### src/rtl/text_console_writer.sv
// text_console_writer
//   Write-side companion of the 80x30 text-mode framebuffer. Consumes a byte
//   stream, interprets printable ASCII plus LF/CR/BS/FF and drives write
//   port A of the text memory. Tracks the cursor and blanks the new line on
//   every line advance (and the whole screen on FF) so the pixel path always
//   sees consistent text.
//
//   Optional feature: define TEXT_CONSOLE_TAB_EN to enable 0x09 TAB handling
//   (blank-fill up to the next multiple-of-8 column). Without it, 0x09 is
//   dropped like any other unsupported control byte.
//
//   Ports
//     clk         system clock
//     rst_n       synchronous active-low reset
//     char_data   incoming character
//     char_valid  char_data valid
//     char_ready  writer can accept (transfer on valid && ready at posedge)
//     wea         text memory write enable (port A)
//     addra       text memory address = row*COLS + col
//     dina        text memory write data
//     cursor_col  current column 0..COLS-1
//     cursor_row  current row 0..ROWS-1
//     busy        high while a multi-cycle clear is in progress
module text_console_writer #(
    parameter int          COLS   = 80,
    parameter int          ROWS   = 30,
    parameter int          ADDR_W = 12,
    parameter logic [7:0]  BLANK  = 8'h20
) (
    input  logic              clk,
    input  logic              rst_n,
    input  logic [7:0]        char_data,
    input  logic              char_valid,
    output logic              char_ready,
    output logic              wea,
    output logic [ADDR_W-1:0] addra,
    output logic [7:0]        dina,
    output logic [6:0]        cursor_col,
    output logic [4:0]        cursor_row,
    output logic              busy
);

    localparam int SCREEN = ROWS * COLS;

`ifdef TEXT_CONSOLE_TAB_EN
    typedef enum logic [1:0] {S_IDLE, S_CLR_LINE, S_CLR_SCREEN, S_TAB} state_t;
`else
    typedef enum logic [1:0] {S_IDLE, S_CLR_LINE, S_CLR_SCREEN} state_t;
`endif

    state_t              state_q, state_d;
    logic [6:0]          col_q, col_d;
    logic [4:0]          row_q, row_d;
    logic [ADDR_W-1:0]   cnt_q, cnt_d;
    logic                wea_q, wea_d;
    logic [ADDR_W-1:0]   addra_q, addra_d;
    logic [7:0]          dina_q, dina_d;
    logic                busy_q, busy_d;
    logic                ready_q, ready_d;
    logic                clr_wr;     // a blank write belonging to a clear is issued
    logic [4:0]          nxt_row;
    logic                accept;
`ifdef TEXT_CONSOLE_TAB_EN
    logic                tab_go;
`endif

    // Row start address. For 80 columns use shift-and-add instead of a multiplier.
    function automatic logic [ADDR_W-1:0] row_base(input logic [4:0] row);
        logic [ADDR_W-1:0] r;
        r = ADDR_W'(row);
        if (COLS == 80) return (r << 6) + (r << 4);
        else            return ADDR_W'(32'(row) * COLS);
    endfunction

    assign nxt_row = (row_q == 5'(ROWS - 1)) ? 5'd0 : row_q + 5'd1;
    assign accept  = char_valid && ready_q;

    always_comb begin
        state_d = state_q;
        col_d   = col_q;
        row_d   = row_q;
        cnt_d   = cnt_q;
        wea_d   = 1'b0;
        addra_d = addra_q;
        dina_d  = dina_q;
        clr_wr  = 1'b0;
`ifdef TEXT_CONSOLE_TAB_EN
        tab_go  = 1'b0;
`endif
        case (state_q)
            S_IDLE: begin
                if (accept) begin
                    if (char_data >= 8'h20 && char_data <= 8'h7E) begin
                        wea_d   = 1'b1;
                        addra_d = row_base(row_q) + ADDR_W'(col_q);
                        dina_d  = char_data;
                        if (col_q == 7'(COLS - 1)) begin
                            // char write occupies this edge; blanks start next one
                            col_d   = 7'd0;
                            row_d   = nxt_row;
                            cnt_d   = '0;
                            state_d = S_CLR_LINE;
                        end else begin
                            col_d = col_q + 7'd1;
                        end
                    end else begin
                        case (char_data)
                            8'h0A: begin
                                // first blank goes out immediately
                                col_d   = 7'd0;
                                row_d   = nxt_row;
                                wea_d   = 1'b1;
                                addra_d = row_base(nxt_row);
                                dina_d  = BLANK;
                                clr_wr  = 1'b1;
                                cnt_d   = ADDR_W'(1);
                                state_d = S_CLR_LINE;
                            end
                            8'h0D: col_d = 7'd0;
                            8'h08: begin
                                if (col_q != 7'd0) begin
                                    col_d   = col_q - 7'd1;
                                    wea_d   = 1'b1;
                                    addra_d = row_base(row_q) + ADDR_W'(col_q - 7'd1);
                                    dina_d  = BLANK;
                                end
                            end
                            8'h0C: begin
                                col_d   = 7'd0;
                                row_d   = 5'd0;
                                wea_d   = 1'b1;
                                addra_d = '0;
                                dina_d  = BLANK;
                                clr_wr  = 1'b1;
                                cnt_d   = ADDR_W'(1);
                                state_d = S_CLR_SCREEN;
                            end
`ifdef TEXT_CONSOLE_TAB_EN
                            8'h09: tab_go = 1'b1;
`endif
                            default: ;
                        endcase
                    end
                end
            end
            S_CLR_LINE: begin
                wea_d   = 1'b1;
                addra_d = row_base(row_q) + cnt_q;
                dina_d  = BLANK;
                clr_wr  = 1'b1;
                cnt_d   = cnt_q + 1'b1;
                if (cnt_q == ADDR_W'(COLS - 1)) state_d = S_IDLE;
            end
            S_CLR_SCREEN: begin
                wea_d   = 1'b1;
                addra_d = cnt_q;
                dina_d  = BLANK;
                clr_wr  = 1'b1;
                cnt_d   = cnt_q + 1'b1;
                if (cnt_q == ADDR_W'(SCREEN - 1)) state_d = S_IDLE;
            end
`ifdef TEXT_CONSOLE_TAB_EN
            S_TAB: tab_go = 1'b1;
`endif
            default: state_d = S_IDLE;
        endcase

`ifdef TEXT_CONSOLE_TAB_EN
        // One blank per cycle; stop after the cell just before a tab stop,
        // or after the last column, which then forces a line advance.
        if (tab_go) begin
            wea_d   = 1'b1;
            addra_d = row_base(row_q) + ADDR_W'(col_q);
            dina_d  = BLANK;
            if (col_q == 7'(COLS - 1)) begin
                col_d   = 7'd0;
                row_d   = nxt_row;
                cnt_d   = '0;
                state_d = S_CLR_LINE;
            end else begin
                col_d   = col_q + 7'd1;
                state_d = (col_q[2:0] == 3'b111) ? S_IDLE : S_TAB;
            end
        end
`endif
    end

    // Ready drops for the cycle carrying the last clear write, so it rises
    // only on the cycle after it.
    always_comb begin
        busy_d  = clr_wr || (state_d == S_CLR_LINE) || (state_d == S_CLR_SCREEN);
        ready_d = (state_d == S_IDLE) && !clr_wr;
    end

    always_ff @(posedge clk) begin
        if (!rst_n) begin
            state_q <= S_IDLE;
            col_q   <= '0;
            row_q   <= '0;
            cnt_q   <= '0;
            wea_q   <= 1'b0;
            addra_q <= '0;
            dina_q  <= '0;
            busy_q  <= 1'b0;
            ready_q <= 1'b0;
        end else begin
            state_q <= state_d;
            col_q   <= col_d;
            row_q   <= row_d;
            cnt_q   <= cnt_d;
            wea_q   <= wea_d;
            addra_q <= addra_d;
            dina_q  <= dina_d;
            busy_q  <= busy_d;
            ready_q <= ready_d;
        end
    end

    assign char_ready = ready_q;
    assign wea        = wea_q;
    assign addra      = addra_q;
    assign dina       = dina_q;
    assign cursor_col = col_q;
    assign cursor_row = row_q;
    assign busy       = busy_q;

endmodule

### config.mk
export PLATFORM = sky130hd
export DESIGN_NAME = text_console_writer
export DESIGN_NICKNAME = d
export VERILOG_FILES = /design/src/rtl/text_console_writer.sv
export SDC_FILE = /design/constraint.sdc
export NUM_CORES = 1
export LEC_CHECK = 0
export ABC_AREA = 1
export BUFFER_PORTS_ARGS = -buffer_cell sky130_fd_sc_hd__buf_2
export CORE_ASPECT_RATIO = 0.8
export CORE_MARGIN = 3
export CORE_UTILIZATION = 34
export CTS_BUF_LIST = sky130_fd_sc_hd__clkbuf_2 sky130_fd_sc_hd__clkbuf_4 sky130_fd_sc_hd__clkbuf_8
export CTS_CLUSTER_SIZE = 16
export DETAILED_ROUTE_END_ITERATION = 8
export SLEW_MARGIN = 25
export SYNTH_ARGS = -nofsm -noshare
export SYNTH_HDL_FRONTEND = slang
export SYNTH_SLANG_ARGS = --single-unit
export TNS_END_PERCENT = 30
### constraint.sdc
create_clock -name clk -period 2.89 [get_ports clk]
set_clock_uncertainty 0.05 [all_clocks]
set_input_delay 0.4335 -clock clk [delete_from_list [all_inputs] [get_ports clk]]
set_output_delay 0.4335 -clock clk [all_outputs]
set_load 0.02 [all_outputs]
==> results_dict.tcl <==
set metrics [dict create \
    status "complete, no violations" \
    synthCells 677 \
    p_per_area_mw_per_mm2 383 \
    gp_congestion 0.979 \
    synth_top_area_share_pct 22.9 \
    num-fill-cells 1251 \
    grt_pass1_wl_um 22000 \
    hold_violations 0 \
    worstReg2RegStart "cursor_col[1]$_SDFFE_PN0P_" \
    synth_edf_count 0 \
    drtAntennaViolNets 0 \
    clock-sinks 49 \
    async_reset_ff_share_pct 0 \
    overflow 0 \
    core-area_mm2 0.0119 \
    netlist_area_mm2 0.00428 \
    arrival_ps 2890 \
    grt_use_total_pct 19.1 \
    seq_area_frac_synth_pct 22.9 \
    synth_nets 726 \
    synth-main-ff-cell "dfxtp_1" \
    relSlewSlack_pct 61.1 \
    finalPower_w 0.00190 \
    cts_root_buffer "clkbuf_8" \
    dp_hpwl_um 10500 \
    num_vias 4715 \
    start_kind "flip-flop" \
    final_area_mm2 0.00496 \
    die_x_um 131 \
    worstPathMaxFanout 5 \
    floorplan.initialDensity_pct 35.9 \
    cts_tree "yes" \
    r2r_setup_slack_ps 210 \
    worstHoldPathType "input port to flip-flop" \
    clk_path_buf_depth 2 \
    ctsHoldBuffers 0 \
    dp.cells 890 \
    fp-row-count 35 \
    n_antenna_cell 0 \
    slew_violations 0 \
    path_class "flip-flop to flip-flop" \
    drive_gt1_share_pct 15.8 \
    tightestPinTransition_ps 583 \
    fin_crit_sh_pct 92.8 \
    first_pass_iters 5 \
    detail_route.wl_per_cell_um 15.0 \
    p_leak_nw 2.34 \
    setup_viol 0 \
    grt_antenna_before_repair 0 \
    hp-start "char_data[5]" \
    postPlaceCellArea_mm2 0.00478 \
    fmax_mhz 373 \
    setup_tns_ps 0 \
    die_y_um 106 \
    clk_pin_slew_ps 100 \
    io_pins 46 \
    drt_first_iter_violations 356 \
    drc_errors 0 \
    synthTopCellsByArea "dfxtp_1 (23%), nand2_1 (14%), ha_1 (9.6%), a21oi_1 (7.8%), nand3_1 (7.1%)" \
    die-area_mm2 0.0140 \
    yosysTopAreaCell "dfxtp_1" \
    period_minus_slack_ps 2680 \
    startpoint "cursor_col[1]$_SDFFE_PN0P_" \
    clk_latency_ps 320 \
    cts.htree.levels 2 \
    grt_max_degree 22 \
    cts_setup_buffers 0 \
    crit_required_ps 3090 \
    postSynthRegisterBits 49 \
    layout_common_cells "nand2_1 (164), inv_1 (79), a21oi_1 (66)" \
    fin_util_pct 41.7 \
    avgSynthCellArea_um2 6.32 \
    cp-end-kind "flip-flop" \
    synth.distinct_cells 41 \
    port_buffers 45 \
    nNetsFinal 780 \
    grt_pass1_vias 4292 \
    viasPerCell 5.25 \
    rsz0062_at_grt "false" \
    drv_cap 0 \
    syn2layout_area_growth_pct 16.0 \
    cts_buffers 5 \
    stdcell_count 898 \
    mostFrequentLayoutCell "nand2_1" \
    yosys_warnings 0 \
    routed_wl_um 13400 \
    vdd.ir_drop.worst_mv 0.213 \
]
## cell type report
type	instances	area, um2	share of cell area, %
clock inverter	2	37.5	0.756
sequential	49	982	19.8
tap	166	208	4.18
clock buffer	6	82.6	1.66
multi-input combinational	520	2930	59.0
timing repair buffer	65	388	7.81
inverter	90	339	6.83
## sequential cells by signal, summed over array words and instances (netlist names)
| name | cells |
|---|---|
| busy | 1 |
| char_ready | 1 |
| state_q | 2 |
| cursor_col | 7 |
| dina | 8 |
| cursor_row | 5 |
| wea | 1 |
| addra | 12 |
| cnt_q | 12 |
## through the flow
stage,hold WS [ps],worst slack [ps]
after floorplan,444,49.9
after global placement,370,205
after detailed placement,389,162
after CTS,338,138
after global routing,346,13.1
final,344,208
## kinds of logic (layout without fill, tap and decap cells)
| logic type | count (synthesis) | in the layout | synth area share (%) |
|---|---|---|---|
| buf+inv | 108 | 163 | 10.3 |
| simple gates | 338 | 338 | 35.0 |
| flops | 49 | 49 | 22.9 |
| compound gates | 131 | 131 | 17.2 |
| fa+ha+maj | 38 | 38 | 12.0 |
| xor+xnor | 13 | 13 | 2.66 |
## per-layer routing
metal | up-vias | global-route usage, % | wire length [um]
li1 | 2347 | - | -
met1 | 2198 | 28.2 | 6580
met2 | 154 | 28.8 | 5730
met3 | 16 | 3.64 | 974
met4 | 0 | 3.82 | 161
met5 | - | 0 | 0
## cell usage after synthesis, types with 2 or more instances
master,instances
a211oi_1,5
a21oi_1,67
buf_2,2
buf_4,4
buf_6,2
clkbuf_1,10
clkinv_1,2
dfxtp_1,49
fa_1,5
ha_1,33
inv_1,80
inv_2,7
nand2_1,165
nand2_2,5
nand3_1,61
nand3_2,3
nand3b_1,2
nand4_1,17
nor2_1,59
nor2_2,3
nor2_4,2
nor3_1,13
nor4_1,2
o21a_1,3
o21ai_0,35
o21bai_1,3
o221ai_1,3
o22ai_1,7
or2_2,5
xor2_1,12
## path summary, 6_finish.rpt
| path | end | cells past startpoint |
|---|---|---|
| max | addra[8]$_SDFFE_PN0P_ | 13 |
| min | dina[5]$_SDFFE_PN0P_ | 3 |
| max reg2reg | addra[8]$_SDFFE_PN0P_ | 13 |
| min reg2reg | dina[7]$_SDFFE_PN0P_ | 2 |
## critical path, stage by stage, from the launching register on
cell,delay [ps]
dfxtp_1,400
inv_1,120
ha_1,230
nand2_1,150
xor2_2,190
inv_1,70
ha_1,220
fa_1,410
nand2_1,90
a21oi_1,90
o21ai_0,160
nand3b_1,100
a31o_2,220
a21oi_1,120
## timing repair
item	in CTS	in global routing
gates resized for setup	0	13
setup endpoints to repair	0	4
hold endpoints to repair	0	0
## power breakdown
part,leakage (nW),switching [W],internal (W)
Combinational,1.89,0.000405,0.000214
Sequential,0.398,0.0000276,0.000707
Clock,0.0574,0.000266,0.000282
Power figures use the tool's default switching activity.
